### src/rtl/boot_pkg.sv
// Shared boot-path definitions: UART receiver states, bit-timing helper and
// the character set understood by the boot hex parser.
package boot_pkg;

  typedef enum logic [1:0] {
    IDLE  = 2'd0,
    START = 2'd1,
    DATA  = 2'd2,
    STOP  = 2'd3
  } uart_state_t;

  // Clocks per bit, rounded to nearest.
  function automatic int unsigned clocks_per_bit(input int unsigned clk_frequency,
                                                 input int unsigned baud_rate);
    return (clk_frequency + baud_rate / 2) / baud_rate;
  endfunction

  localparam logic [7:0] CHAR_CR      = 8'h0D;
  localparam logic [7:0] CHAR_LF      = 8'h0A;
  localparam logic [7:0] CHAR_DIGIT_0 = 8'h30;
  localparam logic [7:0] CHAR_DIGIT_9 = 8'h39;
  localparam logic [7:0] CHAR_UPPER_A = 8'h41;
  localparam logic [7:0] CHAR_UPPER_F = 8'h46;
  localparam logic [7:0] CHAR_LOWER_A = 8'h61;
  localparam logic [7:0] CHAR_LOWER_F = 8'h66;

  function automatic logic is_hex_char(input logic [7:0] c);
    return ((c >= CHAR_DIGIT_0) && (c <= CHAR_DIGIT_9)) ||
           ((c >= CHAR_UPPER_A) && (c <= CHAR_UPPER_F)) ||
           ((c >= CHAR_LOWER_A) && (c <= CHAR_LOWER_F));
  endfunction

  // Nibble value of a hex character; non-hex characters map to 0.
  function automatic logic [3:0] hex_value(input logic [7:0] c);
    logic [7:0] v;
    v = 8'h00;
    if ((c >= CHAR_DIGIT_0) && (c <= CHAR_DIGIT_9)) begin
      v = c - CHAR_DIGIT_0;
    end else if ((c >= CHAR_UPPER_A) && (c <= CHAR_UPPER_F)) begin
      v = c - CHAR_UPPER_A + 8'd10;
    end else if ((c >= CHAR_LOWER_A) && (c <= CHAR_LOWER_F)) begin
      v = c - CHAR_LOWER_A + 8'd10;
    end
    return v[3:0];
  endfunction

endpackage

### src/rtl/boot_sync_2ff.sv
// Two-flop synchronizer for asynchronous board inputs; reset value is
// chosen per input so an idle line does not look like activity after reset.
module boot_sync_2ff #(
  parameter int               width       = 1,
  parameter logic [width-1:0] reset_value = '0
) (
  input  logic             clk,
  input  logic             reset,
  input  logic [width-1:0] d,
  output logic [width-1:0] q
);

  logic [width-1:0] meta;

  always_ff @(posedge clk or posedge reset) begin
    if (reset) begin
      meta <= reset_value;
      q    <= reset_value;
    end else begin
      meta <= d;
      q    <= meta;
    end
  end

endmodule

### src/rtl/boot_uart_rx.sv
// 8N1 UART receiver for the boot path: oversamples rx, centres on each bit
// and emits one-cycle out_valid or framing_error pulses per frame.
module boot_uart_rx
  import boot_pkg::*;
#(
  parameter int unsigned clk_frequency = 50_000_000,
  parameter int unsigned baud_rate     = 115200,
  parameter int unsigned char_width    = 8
) (
  input  logic                  clk,
  input  logic                  reset,
  input  logic                  rx,
  output logic                  out_valid,
  output logic [char_width-1:0] out_char,
  output logic                  framing_error,
  output logic                  busy
);

  localparam int unsigned D  = clocks_per_bit(clk_frequency, baud_rate);
  localparam int unsigned H  = D / 2;
  localparam int unsigned CW = (D < 2) ? 1 : $clog2(D);
  localparam int unsigned IW = $clog2(char_width + 1);

  localparam logic [CW-1:0] CNT_HALF = CW'(H - 1);
  localparam logic [CW-1:0] CNT_FULL = CW'(D - 1);
  localparam logic [IW-1:0] LAST_BIT = IW'(char_width - 1);

  if (D < 4) begin : g_rate_check
    $error("boot_uart_rx: fewer than 4 clocks per bit is not supported");
  end

  logic rx_s;
  logic rx_d;

  boot_sync_2ff #(
    .width       (1),
    .reset_value (1'b1)
  ) u_sync (
    .clk   (clk),
    .reset (reset),
    .d     (rx),
    .q     (rx_s)
  );

  always_ff @(posedge clk or posedge reset) begin
    if (reset) rx_d <= 1'b1;
    else       rx_d <= rx_s;
  end

  uart_state_t               state;
  logic [CW-1:0]             cnt;
  logic [IW-1:0]             bit_idx;
  logic [char_width-1:0]     shift_reg;
  logic                      tick;

  assign tick = (cnt == '0);
  assign busy = (state != IDLE);

  // The free-running countdown reloads a full bit on every tick; states
  // override the load where the next sample point differs.
  always_ff @(posedge clk or posedge reset) begin
    if (reset) begin
      state         <= IDLE;
      cnt           <= '0;
      bit_idx       <= '0;
      shift_reg     <= '0;
      out_char      <= '0;
      out_valid     <= 1'b0;
      framing_error <= 1'b0;
    end else begin
      out_valid     <= 1'b0;
      framing_error <= 1'b0;
      if (tick) cnt <= CNT_FULL;
      else      cnt <= cnt - 1'b1;

      unique case (state)
        IDLE: begin
          if (rx_d && !rx_s) begin
            cnt   <= CNT_HALF;
            state <= START;
          end
        end
        START: begin
          if (tick) begin
            if (!rx_s) begin
              bit_idx <= '0;
              state   <= DATA;
            end else begin
              state <= IDLE;
            end
          end
        end
        DATA: begin
          if (tick) begin
            shift_reg <= {rx_s, shift_reg[char_width-1:1]};
            bit_idx   <= bit_idx + 1'b1;
            if (bit_idx == LAST_BIT) state <= STOP;
          end
        end
        STOP: begin
          if (tick) begin
            if (rx_s) begin
              out_char  <= shift_reg;
              out_valid <= 1'b1;
            end else begin
              framing_error <= 1'b1;
            end
            state <= IDLE;
          end
        end
        default: state <= IDLE;
      endcase
    end
  end

endmodule

### config.mk
export PLATFORM = sky130hd
export DESIGN_NAME = boot_uart_rx
export DESIGN_NICKNAME = d
export VERILOG_FILES = /design/src/rtl/boot_pkg.sv /design/src/rtl/boot_sync_2ff.sv /design/src/rtl/boot_uart_rx.sv
export SDC_FILE = /design/constraint.sdc
export NUM_CORES = 1
export LEC_CHECK = 0
export CORE_ASPECT_RATIO = 0.75
export CORE_MARGIN = 4
export CORE_UTILIZATION = 50
export DETAILED_ROUTE_END_ITERATION = 6
export PLACE_DENSITY = 0.74
export SETUP_SLACK_MARGIN = 0.3
export SLEW_MARGIN = 20
export SYNTH_ARGS = -nofsm -noshare
export SYNTH_HDL_FRONTEND = slang
export SYNTH_SLANG_ARGS = --single-unit
### constraint.sdc
create_clock -name clk -period 2.3 [get_ports clk]
set_clock_uncertainty 0.05 [all_clocks]
set_input_delay 0.69 -clock clk [delete_from_list [all_inputs] [get_ports clk]]
set_output_delay 0.69 -clock clk [all_outputs]
set_load 0.01 [all_outputs]
# ---- Word-level counts from Yosys, hierarchy flattened
# Cells that the tools add are included.
dict set report word_totals {
  ff_bits 36
  output_inout_bits 11
  word_cells 52
  inputBits 3
}
dict set report op_classes {
  n_reduce_logical 10
  n_eq_ne 10
  n_addsub 2
  n_mux 20
}
# operator count
set op_table {}
lappend op_table {{$mux 9} 3}
lappend op_table {{$mux 2} 6}
lappend op_table {{$mux 4} 3}
lappend op_table {{$ne 2x2->1 const B} 6}
lappend op_table {{$logic_not 9->1} 1}
lappend op_table {{$sub 9x1->9 const B} 1}
lappend op_table {{$pmux 2 s4} 1}
lappend op_table {{$pmux 4 s2} 1}
lappend op_table {{$mux 1} 6}
lappend op_table {{$reduce_and 5->1} 1}
lappend op_table {{$add 4x1->4 const B} 1}
lappend op_table {{$eq 2x2->1 const B} 2}
lappend op_table {{$eq 4x3->1 const B} 1}
lappend op_table {{$reduce_and 4->1} 1}
lappend op_table {{$reduce_bool 2->1} 2}
lappend op_table {{$reduce_and 3->1} 1}
lappend op_table {{$eq 2x1->1 const B} 1}
lappend op_table {{$logic_not 2->1} 1}
lappend op_table {{$reduce_and 2->1} 1}
lappend op_table {{$logic_and 1x1->1} 1}
lappend op_table {{$logic_not 1->1} 1}

# ---- Logic depth before layout (Yosys ltp)
dict set report logic_depth {
  ltp_word 4
  mapped_depth 7
  mapped_depth_nobuf 6
}

# ---- By module
# From an unflattened synthesis, not the netlist that was laid out.
dict set report hier_totals {
  cells_unflattened 126
  area_unflattened_um2 1619.1
}
# mod n_inst seq_area_each_um2 cells_per_inst area_per_inst_um2
set modules_own_cells {}
lappend modules_own_cells {boot_uart_rx 1 852.1 123 1562.7}
lappend modules_own_cells {boot_sync_2ff 1 52.6 3 56.3}

# ---- Least setup slack after synthesis
# OpenSTA, ideal clock, no wires.
dict set report synth_timing {
  path_kind {reg-to-reg}
  start {reg cnt[0]}
  end {reg out_char[0]}
  synth_period_minus_slack_ns 1.839
  t_required_ns 2.125
  t_arrival_ns 1.664
  slack_ns 0.461
  setup_time_ns 0.125
  path_buffers 1
  stages_incl_launch_ff 8
  path_cell_list {dfrtp_1 inv_1 ha_1 nor4b_2 and2_1 buf_6 nand4_4 mux2_2}
}
dict set report synth_via {
  elab_chain_len 2
}
# item line_no
set synth_rtl {}
lappend synth_rtl {{start, declared} boot_uart_rx.sv:51} ;# logic [CW-1:0] cnt;
lappend synth_rtl {{start signal, assigned} boot_uart_rx.sv:74} ;# else cnt <= cnt - 1'b1;
lappend synth_rtl {{$logic_not 9->1} boot_uart_rx.sv:56} ;# assign tick = (cnt == '0);
lappend synth_rtl {{$reduce_and 3->1 (no line)} --}
lappend synth_rtl {{end signal, assigned} boot_uart_rx.sv:103} ;# out_char <= shift_reg;
lappend synth_rtl {{end, declared} boot_uart_rx.sv:14} ;# output logic [char_width-1:0] out_char,
# Every way passes these cells.
# A chain may end at the register's enable or synchronous reset.

# ---- Worst setup path after layout
dict set report layout_timing {
  start {reg cnt[0]}
  end {reg out_char[5]}
}
# The elaborated chain is that of the path after synthesis.

==> flow_summary.toml <==
[clock_tree]
numCtsBuffers = 5
cts_hold_buf = 0
cts.path.max_buffers = 2
cts_sinks = 36
clkLatencyLatePin_ps = 290
cts.reportedPaths.clkPinSlew_ps = 70
clockRootBuffer = "clkbuf_8"
cts_tree = "built"
htreeDepth = 2

[detailed_routing]
first_pass_iters = 4
drc = 0
vias_per_cell = 5.713
final_antenna_net_count = 0
vias = 1034
drtIter0Drc = 107
wirelength_mm = 2.911
wl_per_cell_um = 16.08

[global_routing]
use_met1 = 0.2030
met3_usage = 0.04874
gr-max-usage-layer = "met2"
grt_max_degree = 28
use_met2 = 0.2374
track_usage = 0.1520
globalRouteOverflowTotal = 0
grt_pass1_vias = 1010
grt_pass1_wl_mm = 4.712
antenna_found_initial = 0

[sta]
rsz0062_at_grt = "yes"
period_share = 0.8482
max_freq_ghz = 0.5126
tightest_slew_ps = 459.4
setup_violations = 0
finalCriticalPeriod_ps = 1951
max_slew_margin = 0.6912
setup_ws_ps = 349.1
slew_violations = 0
hold_viol_final = 0
fin_setup_tns_ps = 0

[die]
die_y_um = 56.07
initial_core_util = 0.5209
rows = 17
coreArea_um2 = 2957
dieArea_um2 = 4042
die_w_um = 72.09
io_pins = 14

[placement]
dp_slack_ps = 180.4
dpl.cell_count = 170
portBuffers = 13
place_congestion = 0.8649
dp_hpwl_mm = 1.972

[finish]
layoutNonFillerInstCount = 181
nets = 147
diodes = 0
drive_gt1_frac = 0.3147
syn_to_final_growth_pct = 22.26
largest_reg_flops = 9
final_util = 0.6369

[power]
power_switching_uw = 460.2
p_comb_frac = 0.157
ir_worst_vdd_v = 0.0004382
power_density_nw_per_um2 = 821.9
swShare = 0.2973
p_seq_frac = 0.540
p_leak_nw = 0.9065
power_frac_clock = 0.303
internal_power_mw = 1.087

[critical_path]
crit_slowest_cell = "dfrtp_1"
cpPeakStageDelay_ps = 400
critPathArrivalTime_ps = 2080
crit_chain = "inv_1 > ha_1 > nor4b_4 > and2_4 > nand4_2 > mux2_2"
worstPathMaxFanout = 8
critPathKind = "flop to flop"
worst_setup_path_end_kind = "flop"
crit_buf_inv = 1
crit_family = "simple AND/OR/NAND/NOR gates"
setup.worst_path.start_class = "flop"
cp_data_required_time_ps = 2430

[yosys]
synth-main-ff-cell = "dfrtp_1"
synth_area_per_cell_um2 = 12.94
synth-edff-count = 0
ys_seq_area_frac = 0.5873
async_flop_share = 1.000
netlist_area_um2 = 1540
syn-num-nets = 124
yosys_register_bits = 36
synth_cell_types = 39
synthCells = 119
ys.warnings.count = 0

[flow_run]
drv_cap = 0

[outcome]
status = "completed"

[worst_hold_path]
hp-class = "flop to flop"
-- logic make-up (layout without fill, tap and decap cells) --
logic type                 after synthesis  count (layout)  share of synthesized area
adders and majority gates                2               2                    0.01624
xor gates and xnor gates                 5               5                    0.02843
and+or+nand+nor                         33              34                     0.1381
buffers and inverters                    8              31                    0.02518
muxes                                   16              16                     0.1170
AOI/OAI and AO/OA                       19              19                    0.08774
DFF                                     36              36                     0.5873
-- worst paths after layout --
path | start | to | slack [ps] | cells after the start
max | cnt[0]$_DFF_PP0_ | out_char[5]$_DFFE_PP0P_ | 350 | 6
min | u_sync.meta$_DFF_PP1_ | u_sync.q$_DFF_PP1_ | 320 | 0
max reg2reg | cnt[0]$_DFF_PP0_ | out_char[5]$_DFFE_PP0P_ | 350 | 6
min reg2reg | u_sync.meta$_DFF_PP1_ | u_sync.q$_DFF_PP1_ | 320 | 0
max in group asynchronous | reset | rx_d$_DFF_PP1_ | 1010 | 3
min in group asynchronous | reset | out_char[2]$_DFFE_PP0P_ | 640 | 2
-- worst reg2reg max path, delay by kind of cell (launching register included) --
kind	cells	cell delay, ps
flip-flops	1	400
multiplexers	1	320
buffers and inverters	1	70
AND/OR/NAND/NOR	3	770
adder cells (fa/ha/maj)	1	220
-- synthesized netlist by cell type (2+ instances only) --
master,n,area share
dfrtp_1,33,0.54
mux2_2,16,0.12
nor2_1,6,0.015
a21oi_1,5,0.016
inv_1,5,0.012
nand2_1,5,0.012
xnor2_1,5,0.028
nor3_1,4,0.013
a21o_1,3,0.015
dfstp_2,3,0.051
nand3_1,3,0.0097
and3_1,2,0.0081
ha_1,2,0.016
o21ai_0,2,0.0065
-- power groups by stage --
stage	Sequential [mW]	Clock (mW)	Combinational [mW]
after CTS	0.825	0.476	0.237
after global routing	0.847	0.510	0.277
final	0.836	0.469	0.242
after detailed placement	0.829	0	0.227
after global placement	0.825	0	0.219
after floorplan	0.808	0	0.175
-- stage by stage --
stage	area, µm²	hold WS, ps	power, mW
after floorplan	1540	295.2	0.9835
after global placement	1733	297.5	1.044
after detailed placement	1733	307.4	1.056
after CTS	1849	327.7	1.539
after global routing	1883	324.9	1.635
final	1883	321.3	1.548
-- cells in the final DEF (no fill, tap or decap), types with 2 or more instances in the layout --
master,n
dfrtp_1,32
mux2_2,16
clkdlybuf4s50_1,12
nor2_1,6
clkbuf_8,6
inv_1,5
nand2_1,5
xnor2_1,5
a21oi_1,5
nor3_1,4
buf_4,4
nand3_1,3
a21o_1,3
dfstp_2,3
o21ai_0,2
and3_1,2
ha_1,2
clkinvlp_4,2
-- cell type report --
type,instances,area (µm²)
clock buffers,6,82.58
clock inverters,2,15.01
fillers,216,1074
inverters,5,18.77
multi-input cells,76,633.1
flip-flops and latches,36,905.9
well taps,38,47.55
repair buffers,18,180.2
-- what timing repair did --
action | 4_1_cts | 5_1_grt
buffers inserted | 1 | 1
endpoints found under the setup margin | 20 | 14
resized for setup | 5 | 3
gates cloned | 0 | 1
endpoints found under the hold margin | 0 | 0
pin swaps | 0 | 1
-- layer usage --
metal	part of all wire	routed length, µm
met2	0.49	1420
met3	0.045	132
met1	0.46	1326
met5	0	0
met4	0.011	32
Power figures use the tool's default switching activity.
